==> config.mk <==
export PLATFORM = sky130hd
export DESIGN_NAME = gpr_wb_queue
export DESIGN_NICKNAME = d
export VERILOG_FILES = /design/src/rtl/gpr_pkg.sv /design/src/rtl/wb_fifo_2w1r.sv /design/src/rtl/gpr_wb_queue.sv
export SDC_FILE = /design/constraint.sdc
export NUM_CORES = 1
export LEC_CHECK = 0
export BUFFER_PORTS_ARGS = -buffer_cell sky130_fd_sc_hd__buf_2
export CAP_MARGIN = 40
export CORE_MARGIN = 8
export CORE_UTILIZATION = 62
export DETAILED_ROUTE_END_ITERATION = 8
export GPL_TIMING_DRIVEN = 1
export PLACE_DENSITY = 0.89
export SYNTH_ARGS = -nofsm -noshare
export SYNTH_HDL_FRONTEND = slang
export SYNTH_SLANG_ARGS = --single-unit
==> constraint.sdc <==
create_clock -name clk_i -period 5.2 [get_ports clk_i]
set_input_delay 0.78 -clock clk_i [delete_from_list [all_inputs] [get_ports clk_i]]
set_output_delay 0.78 -clock clk_i [all_outputs]
set_load 0.05 [all_outputs]
==> src/rtl/gpr_pkg.sv <==
// gpr_pkg: shared widths, special register numbers and the write-back entry layout
package gpr_pkg;
    localparam int AW = 5;
    localparam int DW = 32;
    localparam logic [AW-1:0] REG_ZERO = 5'd0;
    localparam logic [AW-1:0] REG_OVF  = 5'd30;

    typedef struct packed {
        logic [AW-1:0] dst;
        logic [DW-1:0] data;
        logic          ovf;
    } wb_entry_t;
endpackage

==> src/rtl/wb_fifo_2w1r.sv <==
// wb_fifo_2w1r: circular buffer with two ordered write ports, one read port and explicit occupancy
module wb_fifo_2w1r #(
    parameter int DEPTH = 4,
    parameter int W     = 38
) (
    input  logic                   clk_i,
    input  logic                   reset_ni,
    input  logic                   flush_i,
    input  logic                   push0_i,
    input  logic [W-1:0]           d0_i,
    input  logic                   push1_i,
    input  logic [W-1:0]           d1_i,
    input  logic                   pop_i,
    output logic [W-1:0]           head_o,
    output logic [W-1:0]           mem_o [DEPTH],
    output logic [DEPTH-1:0]       valid_o,
    output logic [$clog2(DEPTH):0] count_o
);
    localparam int PW = $clog2(DEPTH);
    localparam int CW = PW + 1;

    logic [W-1:0]     mem_q [DEPTH];
    logic [DEPTH-1:0] valid_q, valid_d;
    logic [PW-1:0]    rd_q, rd_d, wr_q, wr_d, wr1;
    logic [CW-1:0]    count_q, count_d;

    // Port 1 lands behind port 0 when both write, otherwise at the write pointer itself
    assign wr1     = wr_q + PW'(push0_i);
    assign head_o  = mem_q[rd_q];
    assign mem_o   = mem_q;
    assign valid_o = valid_q;
    assign count_o = count_q;

    // Next-state of pointers, occupancy and valid bits; flush empties everything
    always_comb begin
        valid_d = valid_q;
        if (pop_i) valid_d[rd_q] = 1'b0;
        if (push0_i) valid_d[wr_q] = 1'b1;
        if (push1_i) valid_d[wr1] = 1'b1;
        if (flush_i) valid_d = '0;
        rd_d    = flush_i ? '0 : rd_q + PW'(pop_i);
        wr_d    = flush_i ? '0 : wr_q + PW'(push0_i) + PW'(push1_i);
        count_d = flush_i ? '0 : count_q + CW'(push0_i) + CW'(push1_i) - CW'(pop_i);
    end

    // Control state with synchronous active-low reset
    always_ff @(posedge clk_i) begin
        if (!reset_ni) begin
            valid_q <= '0;
            rd_q    <= '0;
            wr_q    <= '0;
            count_q <= '0;
        end else begin
            valid_q <= valid_d;
            rd_q    <= rd_d;
            wr_q    <= wr_d;
            count_q <= count_d;
        end
    end

    // Payload storage; slots written under flush/reset stay invalid so need no reset
    always_ff @(posedge clk_i) begin
        if (push0_i) mem_q[wr_q] <= d0_i;
        if (push1_i) mem_q[wr1] <= d1_i;
    end
endmodule

==> src/rtl/gpr_wb_queue.sv <==
// gpr_wb_queue: merges ALU and load write-backs into one ordered queue feeding the GPR write port
module gpr_wb_queue
    import gpr_pkg::*;
#(
    parameter int DEPTH = 4
) (
    input  logic                   clk_i,
    input  logic                   reset_ni,
    input  logic                   a_valid_i,
    output logic                   a_ready_o,
    input  logic [AW-1:0]          a_reg_i,
    input  logic [DW-1:0]          a_data_i,
    input  logic                   a_ovf_i,
    input  logic                   m_valid_i,
    output logic                   m_ready_o,
    input  logic [AW-1:0]          m_reg_i,
    input  logic [DW-1:0]          m_data_i,
    input  logic                   wb_stall_i,
    input  logic                   flush_i,
    output logic                   reg_write_o,
    output logic [AW-1:0]          write_reg_o,
    output logic [DW-1:0]          write_data_o,
    output logic                   overflow_o,
    output logic [31:0]            busy_mask_o,
    output logic [$clog2(DEPTH):0] count_o
);
    localparam int CW = $clog2(DEPTH) + 1;
    localparam int W  = $bits(wb_entry_t);

    wb_entry_t        a_ent, m_ent, head;
    logic [W-1:0]     head_raw;
    logic [W-1:0]     mem [DEPTH];
    logic [DEPTH-1:0] valid;
    logic             a_push, m_push, pop, empty;

    // Ready looks only at current occupancy: a same-cycle drain never frees a slot
    assign empty     = count_o == '0;
    assign a_ready_o = count_o < CW'(DEPTH);
    assign m_ready_o = (count_o < CW'(DEPTH - 1)) || (a_ready_o && !a_valid_i);
    // Writes to r0 are swallowed unless they carry an overflow that must reach the GPR
    assign a_push    = a_valid_i && a_ready_o && (a_reg_i != REG_ZERO || a_ovf_i);
    assign m_push    = m_valid_i && m_ready_o && m_reg_i != REG_ZERO;
    assign a_ent     = '{dst: a_reg_i, data: a_data_i, ovf: a_ovf_i};
    assign m_ent     = '{dst: m_reg_i, data: m_data_i, ovf: 1'b0};
    assign pop       = !empty && !wb_stall_i;
    assign head      = empty ? '0 : wb_entry_t'(head_raw);

    assign reg_write_o  = pop;
    assign write_reg_o  = head.dst;
    assign write_data_o = head.data;
    assign overflow_o   = head.ovf;

    wb_fifo_2w1r #(.DEPTH(DEPTH), .W(W)) u_fifo (
        .clk_i   (clk_i),
        .reset_ni(reset_ni),
        .flush_i (flush_i),
        .push0_i (a_push),
        .d0_i    (a_ent),
        .push1_i (m_push),
        .d1_i    (m_ent),
        .pop_i   (pop),
        .head_o  (head_raw),
        .mem_o   (mem),
        .valid_o (valid),
        .count_o (count_o)
    );

    // Pending-write scoreboard: one bit per destination held by any valid entry
    always_comb begin
        busy_mask_o = '0;
        for (int i = 0; i < DEPTH; i++)
            busy_mask_o = busy_mask_o | ({32{valid[i]}} & (32'd1 << mem[i][W-1 -: AW]));
    end
endmodule

Word level (Yosys, flattened, before mapping)

Index checks and enable logic that the tools add are counted.

Register bits: 163
Input bits: 81
Output and inout port bits: 76
Logic and storage cells: 87

Add/sub/neg operators: 6
$lt $le $gt $ge: 13
Shift operators: 4
Mux-type cells: 21
Bitwise operators: 15
Reductions and logical operators: 20

Operators by type and width:

| operator                                                                     | number |
|---|---|
| 152-bit bitwise mux                                                          | 2 |
| 152-bit 2-to-1 mux                                                           | 2 |
| 38-bit 2-to-1 mux                                                            | 5 |
| 38-bit demux with 2-bit select                                               | 2 |
| 32-bit bitwise AND                                                           | 4 |
| 1-bit by 5-bit << shifter with 32-bit output, first input constant           | 4 |
| 32-bit bitwise OR                                                            | 3 |
| 38-bit binary-select mux with 2-bit select                                   | 1 |
| 4-bit 2-to-1 mux                                                             | 3 |
| 1-bit logical AND                                                            | 11 |
| 5-bit nonzero test                                                           | 2 |
| 3-bit >= comparator, second input constant                                   | 3 |
| 2-bit by 3-bit less-than comparator with 1-bit output, second input constant | 3 |
| 2-bit NOT with 3-bit output                                                  | 3 |
| 4-bit bitwise OR                                                             | 2 |
| 2-bit by 1-bit adder with 2-bit output                                       | 3 |
| 3-bit by 1-bit adder with 3-bit output                                       | 2 |
| 1-bit demux with 2-bit select                                                | 3 |
| 2-bit by 1-bit >= comparator with 1-bit output, second input constant        | 3 |
| 3-bit by 1-bit less-than comparator with 1-bit output, second input constant | 2 |
| 4-bit bitwise AND                                                            | 1 |
| 4-bit NOT                                                                    | 1 |
| 1-bit zero test                                                              | 3 |
| 3-bit zero test                                                              | 1 |
| other kinds (7)                                                              | 10 |

Depth between registers and ports, before layout

Gate-level depths: netlist of the first run.

Depth in word-level cells: 11
Gate-level depth with buffers: 10
Gate-level depth less buffers: 10

Hierarchy

Synthesis of the first run repeated with hierarchy kept, for this count alone.

Cells, all modules: 1140
Area, all modules: 9052.4 µm²

Modules (own cells, without submodules):

| module       | instances | cells each | area each (µm²) | sequential area each (µm²) |
|---|---|---|---|---|
| wb_fifo_2w1r | 1         | 952        | 7729.9          | 3263.1 |
| gpr_wb_queue | 1         | 188        | 1322.5          | 0.0 |

Worst setup path after synthesis of the first run

No wires, ideal clock.

Path type: reg2reg
Start point: register u_fifo.count_q[2], in the netlist u_fifo.count_o[2]
End point: register u_fifo.count_q[2], in the netlist u_fifo.count_o[2]
Setup time: 0.118 ns
Arrival: 3.708 ns
Required time: 5.082 ns
Path slack: 1.374 ns
Cell stages (with the launch flop): 11
Buffers on the path: 0
Period minus slack after synthesis: 3.826 ns
Path through: dfxtp_1 > inv_1 > ha_1 > a31oi_2 > o211ai_4 > ha_1 > inv_1 > fa_1 > fa_1 > xnor2_1 > nor2_1

Word-level cells in the longest chain between the ends: 7
Elaborated cells on any way between the ends: 14
Classes of those cells: add/sub (3); order compare (2); reduce/logical (9)

RTL lines:

| element                                     | line               | source |
|---|---|---|
| start: declaration                          | wb_fifo_2w1r.sv:25 | `logic [CW-1:0] count_q, count_d;` |
| start signal: assignment                    | wb_fifo_2w1r.sv:57 | `count_q <= count_d;` |
| 3-bit less-than comparator                  | gpr_wb_queue.sv:38 | `assign a_ready_o = count_o < CW'(DEPTH);` |
| named net a_ready_o                         | gpr_wb_queue.sv:10 | `output logic a_ready_o,` |
| 1-bit logical AND                           | gpr_wb_queue.sv:39 | `assign m_ready_o = (count_o < CW'(DEPTH - 1)) \|\| (a_ready_o && !a_valid_i);` |
| 1-bit logical OR                            | gpr_wb_queue.sv:39 |  |
| named net m_ready_o                         | gpr_wb_queue.sv:15 | `output logic m_ready_o,` |
| 1-bit logical AND (2 in a row)              | gpr_wb_queue.sv:42 | `assign m_push = m_valid_i && m_ready_o && m_reg_i != REG_ZERO;` |
| 3-bit by 1-bit adder with 3-bit output      | wb_fifo_2w1r.sv:43 | `count_d = flush_i ? '0 : count_q + CW'(push0_i) + CW'(push1_i) - CW'(pop_i);` |
| 3-bit by 1-bit subtractor with 3-bit output | wb_fifo_2w1r.sv:43 |  |

The timed path passes the listed nets, and every way through them passes these cells.
A chain may end at the register's enable or synchronous reset.

Final worst setup path of the first run

Start point: input port a_reg_i[2]
End point: register u_fifo.mem_q (netlist bit u_fifo.mem_o[111])

Word-level cells in the longest chain between the ends: 11
Elaborated cells on any way between the ends: 14
Classes of those cells: add/sub (1); order compare (2); mux (6); bitwise (1); reduce/logical (4)

RTL lines:

| element                                                                                                                   | line               | source |
|---|---|---|
| start: declaration                                                                                                        | gpr_wb_queue.sv:11 | `input logic [AW-1:0] a_reg_i,` |
| 5-bit nonzero test                                                                                                        | gpr_wb_queue.sv:41 | `assign a_push = a_valid_i && a_ready_o && (a_reg_i != REG_ZERO \|\| a_ovf_i);` |
| 1-bit logical OR                                                                                                          | gpr_wb_queue.sv:41 |  |
| 1-bit logical AND                                                                                                         | gpr_wb_queue.sv:41 |  |
| 2-bit by 1-bit adder with 2-bit output                                                                                    | wb_fifo_2w1r.sv:28 | `assign wr1 = wr_q + PW'(push0_i);` |
| 2-bit NOT with 3-bit output (not written as such)                                                                         | wb_fifo_2w1r.sv:64 | `if (push1_i) mem_q[wr1] <= d1_i;` |
| 3-bit >= comparator (not written as such) / 3-bit by 1-bit less-than comparator with 1-bit output (equally long branches) | wb_fifo_2w1r.sv:64 |  |
| 1-bit logical AND (not written as such)                                                                                   | wb_fifo_2w1r.sv:64 |  |
| 38-bit 2-to-1 mux (not written as such)                                                                                   | wb_fifo_2w1r.sv:64 |  |
| 38-bit demux with 2-bit select                                                                                            | wb_fifo_2w1r.sv:64 |  |
| 152-bit bitwise mux                                                                                                       | wb_fifo_2w1r.sv:64 |  |
| 152-bit 2-to-1 mux *                                                                                                      | wb_fifo_2w1r.sv:64 |  |
| end signal: indexed assignment                                                                                            | wb_fifo_2w1r.sv:63 | `if (push0_i) mem_q[wr_q] <= d0_i;` |
| end signal: indexed assignment                                                                                            | wb_fifo_2w1r.sv:64 |  |
| end: declaration                                                                                                          | wb_fifo_2w1r.sv:22 | `logic [W-1:0] mem_q [DEPTH];` |

Mark *: on every way between the ends. The rest lies on a longest branch, timed or not.

==> qor.log, run 1 <==
[grt] overflow left after global routing 0
[clock_network] post-CTS resize count 0
[clock_network] post-CTS setup-driven buffer insertion count 0
[floorplanning] Top Ports 157
[timing] unrepaired setup endpoints after global routing false
[setup_path] Critical Path Sink Type flip-flop
[run] Max-cap violations 0
[power_and_ir_drop] Lkg Pwr 4.50 nW
[timing] Final Hold Viols 0
[routing] detailed router's first-iteration violation count 781
[routing] Routed wire per std cell 23.8 um
[finish] area of the multi-input gates 6150 um2
[routing] Avg Vias per Cell 6.53
[timing] count of endpoints failing setup in the final report 0
[yosys] Async S/R FF share, synth 0
[finish] sequential cell area 3270 um2
[timing] Slew headroom 0.372
[clock_network] TritonCTS clock tree done
[grt] antenna violations before repair 4
[routing] post-detailed-routing wire length 28,900 um
[timing] transition at the pin with the smallest max-transition slack 0.938 ns
[floorplanning] die boundary width 142 um
[floorplanning] effective utilization at floorplan 0.624
[clock_network] hold-fix buffer count after cts 0
[setup_path] delay-heaviest family, CP simple AND/OR/NAND/NOR gates
[status] status complete, no violations
[clock_network] latest clock arrival within the worst-skew pair 0.43 ns
[clock_network] clock tree root buffer cell sky130_fd_sc_hd__clkbuf_16
[setup_path] worst setup path category primary input to flip-flop
[grt] Total GRT Usage 0.287
[floorplanning] floorplan row count 46
[floorplanning] core area 15,700 um2
[timing] period utilisation layout 0.743
[placed_design] Final GP Congestion 0.974
[grt] maximum number of pins on one net before global-route repair 40
[clock_network] cts bufs inserted 17
[setup_path] delay of the slowest cell on the worst path 0.75 ns
[yosys] number of cells produced by synthesis 864
[yosys] sequential share of the synthesized area 0.334
[power_and_ir_drop] maximum ir drop on the vdd rail 0.359 mV
[placed_design] I/O Buffers 156
[grt] wire length of the first global-routing pass 45,000 um
[yosys] Synth Net Count 952
[setup_path] startpoint type of the worst setup path primary input
[setup_path] cell at the slowest stage of the critical path sky130_fd_sc_hd__or4_1
[yosys] number of synthesized flops with an enable pin 0
[clock_network] H-tree Lvls 4
[finish] proportion of layout cells with a drive suffix above 1 0.520
[min_path] Worst Hold Class flip-flop to flip-flop
[yosys] area of the mapped netlist 9770 um2
[routing] post-detailed-route count of antenna-violating nets 0
[routing] detailed-router iteration count before antenna repair 5
[floorplanning] DIE HEIGHT 142 um
[yosys] average instance area after synthesis 11.3 um2
[routing] DRC Markers 0
[grt] vias in the first global route 8,158
[setup_path] CP Buf/Inv Count 2
[setup_path] cells along the critical path buf_2, or4_1, o211a_1, ha_1, xnor2_1, nand3_2, buf_4, mux2_2
[yosys] Synth Register Bits 163
[yosys] number of distinct library cells after synthesis 62
[floorplanning] floorplan die area 20,000 um2
[placed_design] Detailed Place HPWL 19,800 um
[power_and_ir_drop] Power Total 0.00644 W
[timing] Max Clock Freq 259 MHz
[timing] final worst clock skew 0.00785 ns
[power_and_ir_drop] power density relative to cell area 575 nW/um2
[clock_network] clock transition at the register clock pins on the worst setup and hold paths after CTS 0.06 ns
[yosys] ys flop type sky130_fd_sc_hd__dfxtp_1
[yosys] synthesis warning total 0
[timing] Slew Limit Fails 0
[setup_path] Data required, critical path 5.51 ns
[finish] Area Overhead vs Synth 14.7%
[setup_path] Crit path arrival time 4.17 ns
[finish] number of nets in the final layout 1,069
[timing] worst hold slack 0.460 ns
[routing] overall via count from detail_route 7,929
[clock_network] Clock Path Buffers 2
[finish] utilization of the core after routing 0.716
[timing] shortest period the worst path allows 3.86 ns
[timing] aggregate negative setup slack 0 ns
[finish] number of filler cells placed in the layout 1,093
[clock_network] Sink Count 163
[setup_path] Max Fanout on Critical Path 22
where the power goes:
group | internal [W] | switching, W
Sequential | 0.00186 | 0.000570
Clock | 0.000755 | 0.000505
Combinational | 0.00140 | 0.00135
state kept, by name, indices dropped and copies added, names as in the netlist:
| register | cells |
|---|---|
| u_fifo.mem_o | 152 |
| u_fifo.wr_q | 2 |
| u_fifo.rd_q | 2 |
| u_fifo.valid_o | 4 |
| u_fifo.count_o | 3 |
cells in the final DEF, fill, tap and decap left out, drive strengths merged, types with 4 or more instances in the layout:
cell,synthesis,layout
a21oi,12,12
a221o,5,5
a22o,13,13
a22oi,7,7
a31oi,9,9
a32oi,9,9
and2,6,6
buf,34,167
clkbuf,35,23
clkinv,0,4
dfxtp,163,163
diode,0,4
ha,5,5
inv,12,12
mux2,272,272
mux4,38,38
nand2,33,33
nand2b,11,11
nand3,13,13
nand4,4,4
nor2,24,24
nor2b,55,55
nor3,13,13
nor4,8,8
o211ai,6,6
o21ai,7,7
o221ai,9,9
o311ai,10,10
o31a,4,4
o32ai,4,4
or3,4,4
xnor2,4,4
path summary, 6_finish.rpt:
check                     from           endpoint  slack [ns]  depth (start not counted)
max reg2reg  u_fifo.count_o[2]  u_fifo.mem_o[111]        2.06                          7
min reg2reg  u_fifo.mem_o[114]  u_fifo.mem_o[114]        0.46                          2
max                 a_reg_i[2]  u_fifo.mem_o[111]        1.34                          8
min          u_fifo.mem_o[114]  u_fifo.mem_o[114]        0.46                          2
final cells by class:
type	count	area share
diodes	4	0.000893
clock buffers	23	0.0435
clock inverters	9	0.00916
inverters	12	0.00424
multi-input cells	620	0.548
flip-flops and latches	163	0.291
well taps	216	0.0241
repair buffers	167	0.0782
tightest hold or removal path, delay by kind of cell, from the launching register on:
kind	cells	cell delay, ns
compound gates	1	0.05
flops	1	0.31
simple gates	1	0.05
logic make-up (layout without fill, tap and decap cells):
| logic type | after synthesis | in the layout | synth area share |
|---|---|---|---|
| multiplexers | 311 | 311 | 0.413 |
| AND/OR/NAND/NOR | 190 | 190 | 0.109 |
| flip-flops | 163 | 163 | 0.334 |
| AO/OA/AOI/OAI | 107 | 107 | 0.0871 |
| buffers and inverters | 81 | 211 | 0.0419 |
| adder cells (fa/ha/maj) | 7 | 7 | 0.0105 |
| XOR/XNOR | 5 | 5 | 0.00448 |
| other | 0 | 4 | 0 |
metal layers:
metal,vias up,GRT usage,share of wire
li1,3521,-,-
met1,3892,0.341,0.39
met2,436,0.480,0.49
met3,78,0.0773,0.090
met4,2,0.120,0.030
met5,-,0,0.00017
synth_stat cells, drive strengths merged (3+ instances only):
cell type | instances | area share
a21oi | 12 | 0.0061
buf | 34 | 0.024
o311ai | 10 | 0.0090
nand4 | 4 | 0.0026
a22oi | 7 | 0.0054
o211ai | 6 | 0.0060
and2 | 6 | 0.0038
dfxtp | 163 | 0.33
mux2 | 272 | 0.32
nand2b | 11 | 0.0070
or3 | 4 | 0.0026
o31a | 4 | 0.0036
clkbuf | 35 | 0.013
inv | 12 | 0.0049
nand3b | 3 | 0.0023
mux4 | 38 | 0.088
nor4 | 8 | 0.0051
nand3 | 13 | 0.0067
nor2b | 55 | 0.035
nor2 | 24 | 0.0092
o22ai | 3 | 0.0019
ha | 5 | 0.0064
nor3 | 13 | 0.0067
nand2 | 33 | 0.013
a32oi | 9 | 0.0081
a22o | 13 | 0.012
a221o | 5 | 0.0051
o21ai | 7 | 0.0040
xnor2 | 4 | 0.0036
o32ai | 4 | 0.0036
a31oi | 9 | 0.0064
o221ai | 9 | 0.0081
metrics by stage:
stage,instances,worst slack (ns),cell area (um2)
after CTS,1210,1.41,11200
after floorplan,864,1.37,9770
final,1214,1.34,11200
after global placement,1177,1.08,10600
after global routing,1213,1.23,11200
after detailed placement,1178,0.982,10600
Note: power is estimated with default switching activity, not from simulation.
==> inputs of run 2 (changes only) <==
--- a/config.mk
+++ b/config.mk
@@ -8,10 +8,10 @@
 export BUFFER_PORTS_ARGS = -buffer_cell sky130_fd_sc_hd__buf_2
 export CAP_MARGIN = 40
 export CORE_MARGIN = 8
-export CORE_UTILIZATION = 62
+export CORE_UTILIZATION = 58
 export DETAILED_ROUTE_END_ITERATION = 8
 export GPL_TIMING_DRIVEN = 1
-export PLACE_DENSITY = 0.89
+export PLACE_DENSITY = 0.85
 export SYNTH_ARGS = -nofsm -noshare
 export SYNTH_HDL_FRONTEND = slang
 export SYNTH_SLANG_ARGS = --single-unit
==> constraint.sdc (replaced) <==
create_clock -name clk_i -period 3.9 [get_ports clk_i]
set_input_delay 0.585 -clock clk_i [delete_from_list [all_inputs] [get_ports clk_i]]
set_output_delay 0.585 -clock clk_i [all_outputs]
set_load 0.05 [all_outputs]
==> run 2 against run 1 <==
Worst setup slack worse by 0.60 ns; cell count is 0.91% higher; core utilization is 2.9 points lower; critical path depth is 3 lower; power is 34% higher; clock-buffer cell count is 6 lower; sequential power is 33% higher; clock power is 36% higher; sequential share of layout area is 0.37 points lower; critical endpoint is now busy_mask_o[1].
==> qor.log, run 2 (synthesis results as in run 1) <==
[grt] Total GRT Usage 0.264 [-0.0221]
[floorplanning] effective utilization at floorplan 0.591 [-0.0328]
[timing] shortest period the worst path allows 3.17 ns
[finish] Area Overhead vs Synth 16.1%
[floorplanning] DIE HEIGHT 146 um [+3.0%]
[power_and_ir_drop] maximum ir drop on the vdd rail 0.559 mV [+56%]
[finish] most common cell after layout, fill and taps aside sky130_fd_sc_hd__mux2_2
[finish] proportion of layout cells with a drive suffix above 1 0.526 [+0.00630]
[setup_path] CP Buf/Inv Count 1 [-1]
[routing] detailed router's first-iteration violation count 709 [-9.2%]
[floorplanning] core area 16,500 um2 [+5.6%]
[routing] post-detailed-route count of antenna-violating nets 0 [unchanged]
[floorplanning] floorplan row count 47 [+2.2%]
[setup_path] Data required, critical path 3.31 ns [-2.20 ns]
[finish] most frequent cells in the layout sky130_fd_sc_hd__mux2_2 (236), sky130_fd_sc_hd__dfxtp_1 (161), sky130_fd_sc_hd__buf_2 (156)
[grt] maximum number of pins on one net before global-route repair 40 [unchanged]
[setup_path] cell at the slowest stage of the critical path sky130_fd_sc_hd__nor2b_1
[clock_network] post-CTS setup-driven buffer insertion count 0 [unchanged]
[setup_path] critical path launch point u_fifo.mem_o[110]
[floorplanning] die boundary width 146 um [+3.0%]
[floorplanning] floorplan die area 21,300 um2 [+6.1%]
[timing] Max Clock Freq 316 MHz
[routing] DRC Markers 0 [unchanged]
[placed_design] Final GP Congestion 0.985 [+1.2%]
[clock_network] TritonCTS clock tree done
[grt] vias in the first global route 8,230 [+0.88%]
[grt] antenna violations before repair 1 [-3]
[grt] wire length of the first global-routing pass 45,300 um [+0.68%]
[routing] overall via count from detail_route 7,887 [-0.53%]
[timing] count of endpoints failing setup in the final report 0 [unchanged]
[setup_path] cells along the critical path nor2b_1, nand2_1, o32ai_1, or3_1, buf_2
[power_and_ir_drop] Lkg Pwr 4.57 nW [+1.6%]
[floorplanning] Top Ports 157 [unchanged]
[clock_network] clock transition at the register clock pins on the worst setup and hold paths after CTS 0.07 ns [about the same]
[clock_network] Clock Path Buffers 2 [unchanged]
[clock_network] H-tree Lvls 4 [unchanged]
[grt] overflow left after global routing 0 [unchanged]
[routing] Routed wire per std cell 23.4 um [-1.7%]
[timing] Slew Limit Fails 0 [unchanged]
[setup_path] delay-heaviest family, CP simple AND/OR/NAND/NOR gates
[routing] Avg Vias per Cell 6.44 [-1.4%]
[finish] final design area excluding fillers 11,300 um2 [+1.3%]
[clock_network] hold-fix buffer count after cts 0 [unchanged]
[clock_network] post-CTS resize count 0 [unchanged]
[timing] transition at the pin with the smallest max-transition slack 0.744 ns [-0.194 ns]
[finish] number of nets in the final layout 1,078 [+0.84%]
[clock_network] latest clock arrival within the worst-skew pair 0.43 ns [about the same]
[power_and_ir_drop] power density relative to cell area 759 nW/um2 [+32%]
[setup_path] Crit path arrival time 2.58 ns [-1.59 ns]
[status] status complete, no violations
[setup_path] worst reg2reg startpoint u_fifo.count_o[2]
[placed_design] Detailed Place HPWL 19,600 um [-1.2%]
[setup_path] delay of the slowest cell on the worst path 0.59 ns [-0.16 ns]
[routing] post-detailed-routing wire length 28,700 um [-0.82%]
[setup_path] startpoint type of the worst setup path flip-flop
[timing] Slew headroom 0.503 [+0.131]
[placed_design] post-place instance area 10,700 um2 [+1.3%]
[routing] detailed-router iteration count before antenna repair 6 [+1]
[setup_path] Max Fanout on Critical Path 16 [-27%]
[timing] Final Hold Viols 0 [unchanged]
[timing] unrepaired setup endpoints after global routing false
[timing] aggregate negative setup slack 0 ns [unchanged]
[min_path] Worst Hold Class primary input to flip-flop
[timing] period utilisation layout 0.812
[run] Max-cap violations 0 [unchanged]
[setup_path] worst setup path category flip-flop to primary output
[min_path] startpoint of the worst hold path m_data_i[11]
[finish] max FFs per register 152 [unchanged]
[timing] final worst clock skew 0.00665 ns [-0.00121 ns]
[clock_network] cts bufs inserted 17 [unchanged]
[placed_design] I/O Buffers 156 [unchanged]
[clock_network] clock tree root buffer cell sky130_fd_sc_hd__clkbuf_16
[clock_network] Sink Count 163 [unchanged]
[finish] utilization of the core after routing 0.687 [-0.0290]
[setup_path] Critical Path Sink Type primary output
[run 2: worst paths after layout]
path | depth (start not counted) | to | slack [ns]
max | 5 | busy_mask_o[1] | 0.73
min | 2 | u_fifo.mem_o[12] | 0.42
max reg2reg | 10 | u_fifo.count_o[2] | 0.86
min reg2reg | 2 | u_fifo.mem_o[0] | 0.46
[run 2: stage by stage]
stage | hold slack [ns] | setup slack, ns | cells | total power (W)
after detailed placement | 0.447 | 0.525 | 1191 | 0.00683
after floorplan | 0.433 | 0.0738 | 864 | 0.00594
after CTS | 0.407 | 0.807 | 1223 | 0.00858
final | 0.423 | 0.735 | 1225 | 0.00862
after global routing | 0.418 | 0.669 | 1224 | 0.00901
after global placement | 0.442 | 0.587 | 1190 | 0.00669
[run 2: area by class of cell]
type,instances,area [um2]
Multi-Input combinational cell,620,6150
Fill cell,1222,5180
Sequential cell,163,3270
Timing Repair Buffer,176,1010
Clock buffer,17,425
Tap cell,220,275
Clock inverter,15,178
Inverter,12,47.5
Antenna cell,2,5.00
[run 2: per-layer routing]
| metal | vias to the layer above | share of wire | GRT usage |
|---|---|---|---|
| li1 | 3552 | - | - |
| met1 | 3876 | 0.40 | 0.323 |
| met2 | 380 | 0.49 | 0.442 |
| met3 | 79 | 0.076 | 0.0581 |
| met4 | 0 | 0.032 | 0.109 |
| met5 | - | 0 | 0 |
[run 2: where the power goes]
group / total, W / switching [W] / leakage (nW) / internal [W]
registers: 0.00322 / 0.000740 / 1.37 / 0.00248
clock network: 0.00171 / 0.000751 / 0.283 / 0.000963
logic: 0.00368 / 0.00178 / 2.92 / 0.00190
